===== config.mk =====
export PLATFORM = sky130hd
export DESIGN_NAME = universal_shift_register
export DESIGN_NICKNAME = d
export VERILOG_FILES = /design/src/rtl/shift_reg_pkg.sv /design/src/rtl/sat_counter.sv /design/src/rtl/universal_shift_register.sv
export SDC_FILE = /design/constraint.sdc
export NUM_CORES = 1
export LEC_CHECK = 0
export ABC_CLOCK_PERIOD_IN_PS = 2750
export BUFFER_PORTS_ARGS = -buffer_cell sky130_fd_sc_hd__buf_2
export CORE_MARGIN = 3
export CORE_UTILIZATION = 53
export CTS_BUF_LIST = sky130_fd_sc_hd__clkbuf_8
export DETAILED_ROUTE_END_ITERATION = 7
export GPL_TIMING_DRIVEN = 1
export PLACE_DENSITY_LB_ADDON = 0.2
export RECOVER_POWER = 50
export SKIP_CTS_REPAIR_TIMING = 1
export SLEW_MARGIN = 20
export SYNTH_ARGS = -nofsm -noshare
export SYNTH_HDL_FRONTEND = slang
export SYNTH_SLANG_ARGS = --single-unit

===== constraint.sdc =====
create_clock -name clk -period 2.75 [get_ports clk]
set_input_delay 0.275 -clock clk [delete_from_list [all_inputs] [get_ports clk]]
set_output_delay 0.275 -clock clk [all_outputs]
set_load 0.1 [all_outputs]

===== src/rtl/shift_reg_pkg.sv =====
// Shared definitions for the universal shift register: mode encodings and
// a small helper for the saturating fill level.
package shift_reg_pkg;

  localparam logic [1:0] MODE_HOLD = 2'b00;
  localparam logic [1:0] MODE_SHR  = 2'b01;
  localparam logic [1:0] MODE_SHL  = 2'b10;
  localparam logic [1:0] MODE_LOAD = 2'b11;

  // Fill saturates at the register length; callers pass both in a 32-bit
  // container and truncate the result to their own fill width.
  function automatic int unsigned fill_step(input int unsigned cur,
                                            input int unsigned limit);
    if (cur >= limit) begin
      return limit;
    end
    return cur + 1;
  endfunction

endpackage


===== src/rtl/sat_counter.sv =====
// W-bit up counter with synchronous clear that sticks at all-ones instead of
// wrapping. Clear has priority over increment.
module sat_counter #(
  parameter int W = 8
) (
  input  logic         clk,
  input  logic         rst,
  input  logic         clr,
  input  logic         inc,
  output logic [W-1:0] cnt
);

  logic [W-1:0] cnt_nxt;
  logic         at_max;

  assign at_max = (cnt == {W{1'b1}});

  always_comb begin
    cnt_nxt = cnt;
    if (clr) begin
      cnt_nxt = '0;
    end else if (inc && !at_max) begin
      cnt_nxt = cnt + W'(1);
    end
  end

  always_ff @(posedge clk or posedge rst) begin
    if (rst) begin
      cnt <= '0;
    end else begin
      cnt <= cnt_nxt;
    end
  end

endmodule


===== src/rtl/universal_shift_register.sv =====
// WIDTH-bit universal shift register (hold / shift right / shift left / load)
// with fill tracking, masked pattern compare and a saturating hit counter.
module universal_shift_register
  import shift_reg_pkg::*;
#(
  parameter int WIDTH = 4,
  parameter int CNT_W = 8
) (
  input  logic                         clk,
  input  logic                         rst,
  input  logic [1:0]                   mode,
  input  logic                         inp,
  input  logic [WIDTH-1:0]             par_in,
  input  logic [WIDTH-1:0]             pattern,
  input  logic [WIDTH-1:0]             mask,
  input  logic                         clr_cnt,
  output logic [WIDTH-1:0]             q,
  output logic                         outp,
  output logic [$clog2(WIDTH+1)-1:0]   fill,
  output logic                         full,
  output logic                         match,
  output logic [CNT_W-1:0]             match_cnt
);

  localparam int FW = $clog2(WIDTH + 1);
  localparam logic [FW-1:0] FILL_MAX = FW'(WIDTH);

  logic [WIDTH-1:0] q_nxt;
  logic [FW-1:0]    fill_nxt;
  logic [FW-1:0]    fill_inc;
  logic             cnt_inc;

  // fill counts bits received, not where they sit, so either shift direction
  // advances it the same way.
  assign fill_inc = FW'(fill_step(32'(fill), 32'(WIDTH)));

  always_comb begin
    q_nxt    = q;
    fill_nxt = fill;
    unique case (mode)
      MODE_SHR: begin
        q_nxt    = {inp, q[WIDTH-1:1]};
        fill_nxt = fill_inc;
      end
      MODE_SHL: begin
        q_nxt    = {q[WIDTH-2:0], inp};
        fill_nxt = fill_inc;
      end
      MODE_LOAD: begin
        q_nxt    = par_in;
        fill_nxt = FILL_MAX;
      end
      default: begin
        q_nxt    = q;
        fill_nxt = fill;
      end
    endcase
  end

  always_ff @(posedge clk or posedge rst) begin
    if (rst) begin
      q    <= '0;
      fill <= '0;
    end else begin
      q    <= q_nxt;
      fill <= fill_nxt;
    end
  end

  // Serial output follows the shift direction; it tracks mode immediately.
  assign outp  = (mode == MODE_SHL) ? q[WIDTH-1] : q[0];
  assign full  = (fill == FILL_MAX);
  assign match = full && (((q ^ pattern) & mask) == '0);

  // Hold edges never count, so a parked matching state scores at most once.
  assign cnt_inc = (mode != MODE_HOLD) && match;

  sat_counter #(
    .W(CNT_W)
  ) u_match_cnt (
    .clk(clk),
    .rst(rst),
    .clr(clr_cnt),
    .inc(cnt_inc),
    .cnt(match_cnt)
  );

endmodule


Word-level counts from Yosys, hierarchy flattened
Cells that the tools add are included.
W data, S select, Z words.

storage, ports and cells
  register bits after elaboration = 15
  output and inout port bits = 18
  logic and storage cells = 31

cells by class
  $lt $le $gt $ge = 1
  bitwise logic cells = 2
  $add $sub $neg = 2
  equality and inequality tests = 5
  mux-type cells = 8
  reduce and logical (&&, ||, !) cells = 10

operators by type and width
  cell                   number
  $mux W8                2
  $pmux W4 S3            1
  $add A8 B1 Y8 const B  1
  $eq A8 B8 Y1 const B   1
  $mux W3                2
  $pmux W3 S2            1
  $reduce_bool A2 Y1     3
  $and A4 B4 Y4          1
  $eq A2 B2 Y1 const B   2
  $logic_not A4 Y1       1
  $xor A4 B4 Y4          1
  $add A3 B1 Y3 const B  1
  $eq A3 B3 Y1 const B   1
  $ge A3 B3 Y1 const B   1
  $logic_and A1 B1 Y1    3
  $reduce_bool A3 Y1     1
  $eq A2 B1 Y1 const B   1
  $mux W1                2
  $reduce_or A2 Y1       1
  $logic_not A1 Y1       1

Logic depth before layout (Yosys ltp)
  word-level depth = 8
  mapped depth = 7
  depth with buffers taken out = 7

By module
A second synthesis with hierarchy kept.

second synthesis, totals
  cells, all modules = 81
  area total of the unflattened synthesis = 895.9 sq um

by module, submodules not included
  module                    seq. area each (sq um)  times used  area each (sq um)  cells an instance
  universal_shift_register  175.2                   1           457.9              37
  sat_counter               200.2                   1           437.9              44

Worst setup path after synthesis
OpenSTA, ideal clock, no wires.

  path type = reg-to-reg
  start = register fill[0]
  end = register u_match_cnt.cnt[2]
  clock period less this slack = 3.397 ns
  arrival = 3.269 ns
  setup time = 0.128 ns
  slack = -0.647 ns
  data required time = 2.622 ns
  cell stages (with the launch flop) = 8
  path through = dfrtp_1 inv_1 ha_1 and2_1 nand4_1 inv_1 nand3_1 mux2_1

on the way
  cells in the longest elaborated chain, start to end = 5

ends and longest elaborated chain
  what                                 line                            text
  start: declaration                   universal_shift_register.sv:19  output logic [$clog2(WIDTH+1)-1:0] fill,
  start signal: assignment             universal_shift_register.sv:66  fill <= fill_nxt;
  $eq A3 B3 Y1                         universal_shift_register.sv:72  assign full = (fill == FILL_MAX);
  via full                             universal_shift_register.sv:20  output logic full,
  $logic_and A1 B1 Y1                  universal_shift_register.sv:73  assign match = full && (((q ^ pattern) & mask) == '0);
  via match                            universal_shift_register.sv:21  output logic match,
  $logic_and A1 B1 Y1                  universal_shift_register.sv:76  assign cnt_inc = (mode != MODE_HOLD) && match;
  $logic_and A1 B1 Y1                  sat_counter.sv:22               end else if (inc && !at_max) begin
  $reduce_bool A2 Y1 (no source line)  n/a
  end signal: assignment               sat_counter.sv:31               cnt <= cnt_nxt;
  end: declaration                     sat_counter.sv:10               output logic [W-1:0] cnt

The timed path passes the listed nets, and every way through them passes these cells.
A chain may end at the register's enable or synchronous reset.

Worst setup path after layout
  start = register fill[0]
  end = output port match

on the way
  cells in the longest elaborated chain, start to end = 2

ends and longest elaborated chain
  what                 line
  $eq A3 B3 Y1         universal_shift_register.sv:72
  $logic_and A1 B1 Y1  universal_shift_register.sv:73
  end: declaration     universal_shift_register.sv:21

No other way between the ends.

==> key figures <==
Run status
  – Outcome: finished clean

Logic synthesis
  – Post-synthesis adder-cell area fraction: 4.10%
  – Synth Area in Compound Gates: around 14%
  – Cell area after synthesis: ~900 um2
  – Async SR Flop Fraction: 100%
  – Post-Synth XOR/XNOR Area: 4.79%
  – Post-synthesis area per instance: 10.8 um2
  – Synth Register Bits: 15
  – EDFF count, synth: 0
  – Mux cell area share after synthesis: 14.8%
  – Largest family of logic cells by synthesized area: simple AND/OR/NAND/NOR gates
  – Synth Net Count: between 100 and 150
  – Post-synthesis sequential area ratio: between 40% and 50%
  – Mapped Cells: 85
  – Ys flop type: dfrtp_1
  – Synth warn: 0
  – Post-synth cell types: 35
  – Simple-gate share of the synthesized area: between 10% and 20%

Global routing
  – Total global-route track usage: about a fifth
  – Pin count of the biggest net entering global routing: 16
  – Met1 usage: 27.3%
  – GRT busiest layer: met2
  – Met3 Use GR: under 10%
  – First-pass GRT wire length: between 3 and 4 mm
  – Initial antenna violation count: 0
  – Grt ovf: 0
  – Vias in the first global route: between 700 and 800
  – Met2 usage: about a third

Worst setup path
  – Crit path depth: 6
  – CP cell instances: inv_1 -> ha_1 -> and2_2 -> nand4_1 -> clkinvlp_4 -> buf_2
  – Top fanout value on the critical path: 12
  – Worst setup path category: reg -> out
  – CP delay by family, top: buffers and inverters
  – CP peak stage delay: about 480 ps
  – Worst setup EP type: output port
  – WP buf/inv: 3
  – Critical Path RT: 2480 ps
  – Worst R2R Path Depth: 6
  – Crit-path slowest cell: dfrtp_4
  – CP Launch Type: register
  – CP Data Arrival Time: 2240 ps

Placement
  – Placer Congestion: about 0.85
  – Input/output buffers: 35
  – Placed Instance Area: 1100 um2
  – Half-perimeter wire length after placement: 1.60 mm

Routing
  – Final WL: around 2.1 mm
  – DR iter-0 viols: 17
  – Detailed Routing Iterations Pass 1: 4
  – Detail Route Antenna Nets: 0
  – Via count: ~800
  – Via density per instance: approximately 6
  – Drt wl/cell: around 15 um
  – DRC violations left: 0

Floorplan
  – Die Height: between 40 and 50 um
  – Number of cell rows: 14
  – Core area: between 1500 and 2000 um2
  – Ports: 36
  – Die Width: around 48 um
  – Initial core utilization: 58.7%
  – Die ar.: ~2300 um2

STA
  – Slew headroom: a little under a quarter
  – Slew Viols, Final: 0
  – Hold_ws: roughly 79 ps
  – Fin Setup TNS: 0 ps
  – RSZ-0062 raised after global routing: false
  – Worst-margin pin slew: ~1200 ps
  – Achievable frequency: between 300 and 400 MHz
  – Final Hold Vio Count: 0
  – Clock skew: around 4.8 ps
  – Setup violators final: 0
  – Min Clock Period, post-route: approximately 2500 ps
  – Final period util: approximately nine tenths

Finish
  – Antenna cells: 0
  – Design area: between 1000 and 1500 um2
  – Most common cell after layout, fill and taps aside: buf_2
  – Final core utilization: between 70% and 80%
  – P&R area growth vs syn: 24.9%
  – Share of layout cells above drive strength 1: roughly two fifths
  – Most frequent cells in the layout: buf_2, dfrtp_1, nand3_1, a21oi_1, inv_1
  – Final #Nets: 141

CTS
  – Clock Path Buffers: 2
  – Clk_lat worst skew: about 250 ps
  – CTS sink cnt: 15
  – Cts bufs inserted: 3
  – # H-tree levels: 1
  – CTS tree: done
  – CTS root buf: clkbuf_8
  – Reg clk slew, reported paths: about 60 ps

Power and ir drop
  – Leakage power total: 0.551 nW
  – Power Dens Cells: between 600 and 700 nW/um2
  – Peak VDD IR: between 0.0005 and 0.0006 V

Job
  – Number of max-cap violations: 0

Worst hold path
  – Worst hold path class: in -> async
worst register-to-register path: cells and delay by family (launching register included):
family	cells	cell delay (ps)
compound gates	1	160
fa+ha+maj	1	130
buf+inv	1	90
flops	1	480
simple gates	3	1190
power breakdown:
group          leakage, nW  total, mW  switching [mW]  internal [mW]
Clock               0.0269      0.173          0.0743         0.0987
Combinational        0.334      0.282           0.221         0.0606
Sequential           0.190      0.257          0.0218          0.236
Total                0.551      0.712           0.317          0.395
flip-flops by register name, summed over array words and instances (netlist names):
register,count
u_match_cnt.cnt,8
q,4
fill,3
final timing paths:
| check | startpoint | endpoint | slack (ps) |
|---|---|---|---|
| max | fill[0] | match | 240 |
| min | rst | u_match_cnt.cnt[7] | 80 |
| max reg2reg | fill[0] | u_match_cnt.cnt[3] | 600 |
| min reg2reg | fill[2] | fill[2] | 540 |
| max in group asynchronous | rst | fill[0] | 2240 |
| min in group clk | clr_cnt | u_match_cnt.cnt[1] | 300 |
Yosys cell counts (3+ instances only):
| cell | number | area share (%) |
|---|---|---|
| nor2_1 | 4 | 1.6 |
| nand3_1 | 6 | 3.3 |
| mux4_1 | 3 | 8.6 |
| inv_1 | 5 | 2.1 |
| buf_2 | 4 | 2.2 |
| nand2_1 | 3 | 1.2 |
| dfrtp_1 | 15 | 41 |
| xor2_1 | 4 | 3.8 |
| a21oi_1 | 6 | 3.3 |
| ha_1 | 3 | 4.1 |
layout make-up:
class	count	area (um2)
Tap cell	16	20.0
Multi-Input combinational cell	59	494
Timing Repair Buffer	35	173
Sequential cell	15	384
Clock inverter	1	3.75
Fill cell	113	417
Clock buffer	3	41.3
Inverter	6	26.3
through the flow:
step / setup slack (ps) / power, mW / cells
finish: 239 / 0.712 / 135
global route: 94.0 / 0.747 / 135
CTS: 261 / 0.718 / 135
detailed placement: 535 / 0.544 / 131
global placement: 598 / 0.537 / 131
floorplan: 44.8 / 0.494 / 85
kinds of logic after synthesis:
kind of cell    Yosys count
mux                       7
fa+ha+maj                 3
simple gates             26
flops                    15
xor+xnor                  5
buf+inv                  11
compound gates           18
layer usage:
metal / wire, um / part of all wire, %
met5: 0 / 0
met4: 2 / 0.096
met3: 126 / 6.1
met2: 1060 / 51
met1: 895 / 43
(Power assumes the default switching activity.)
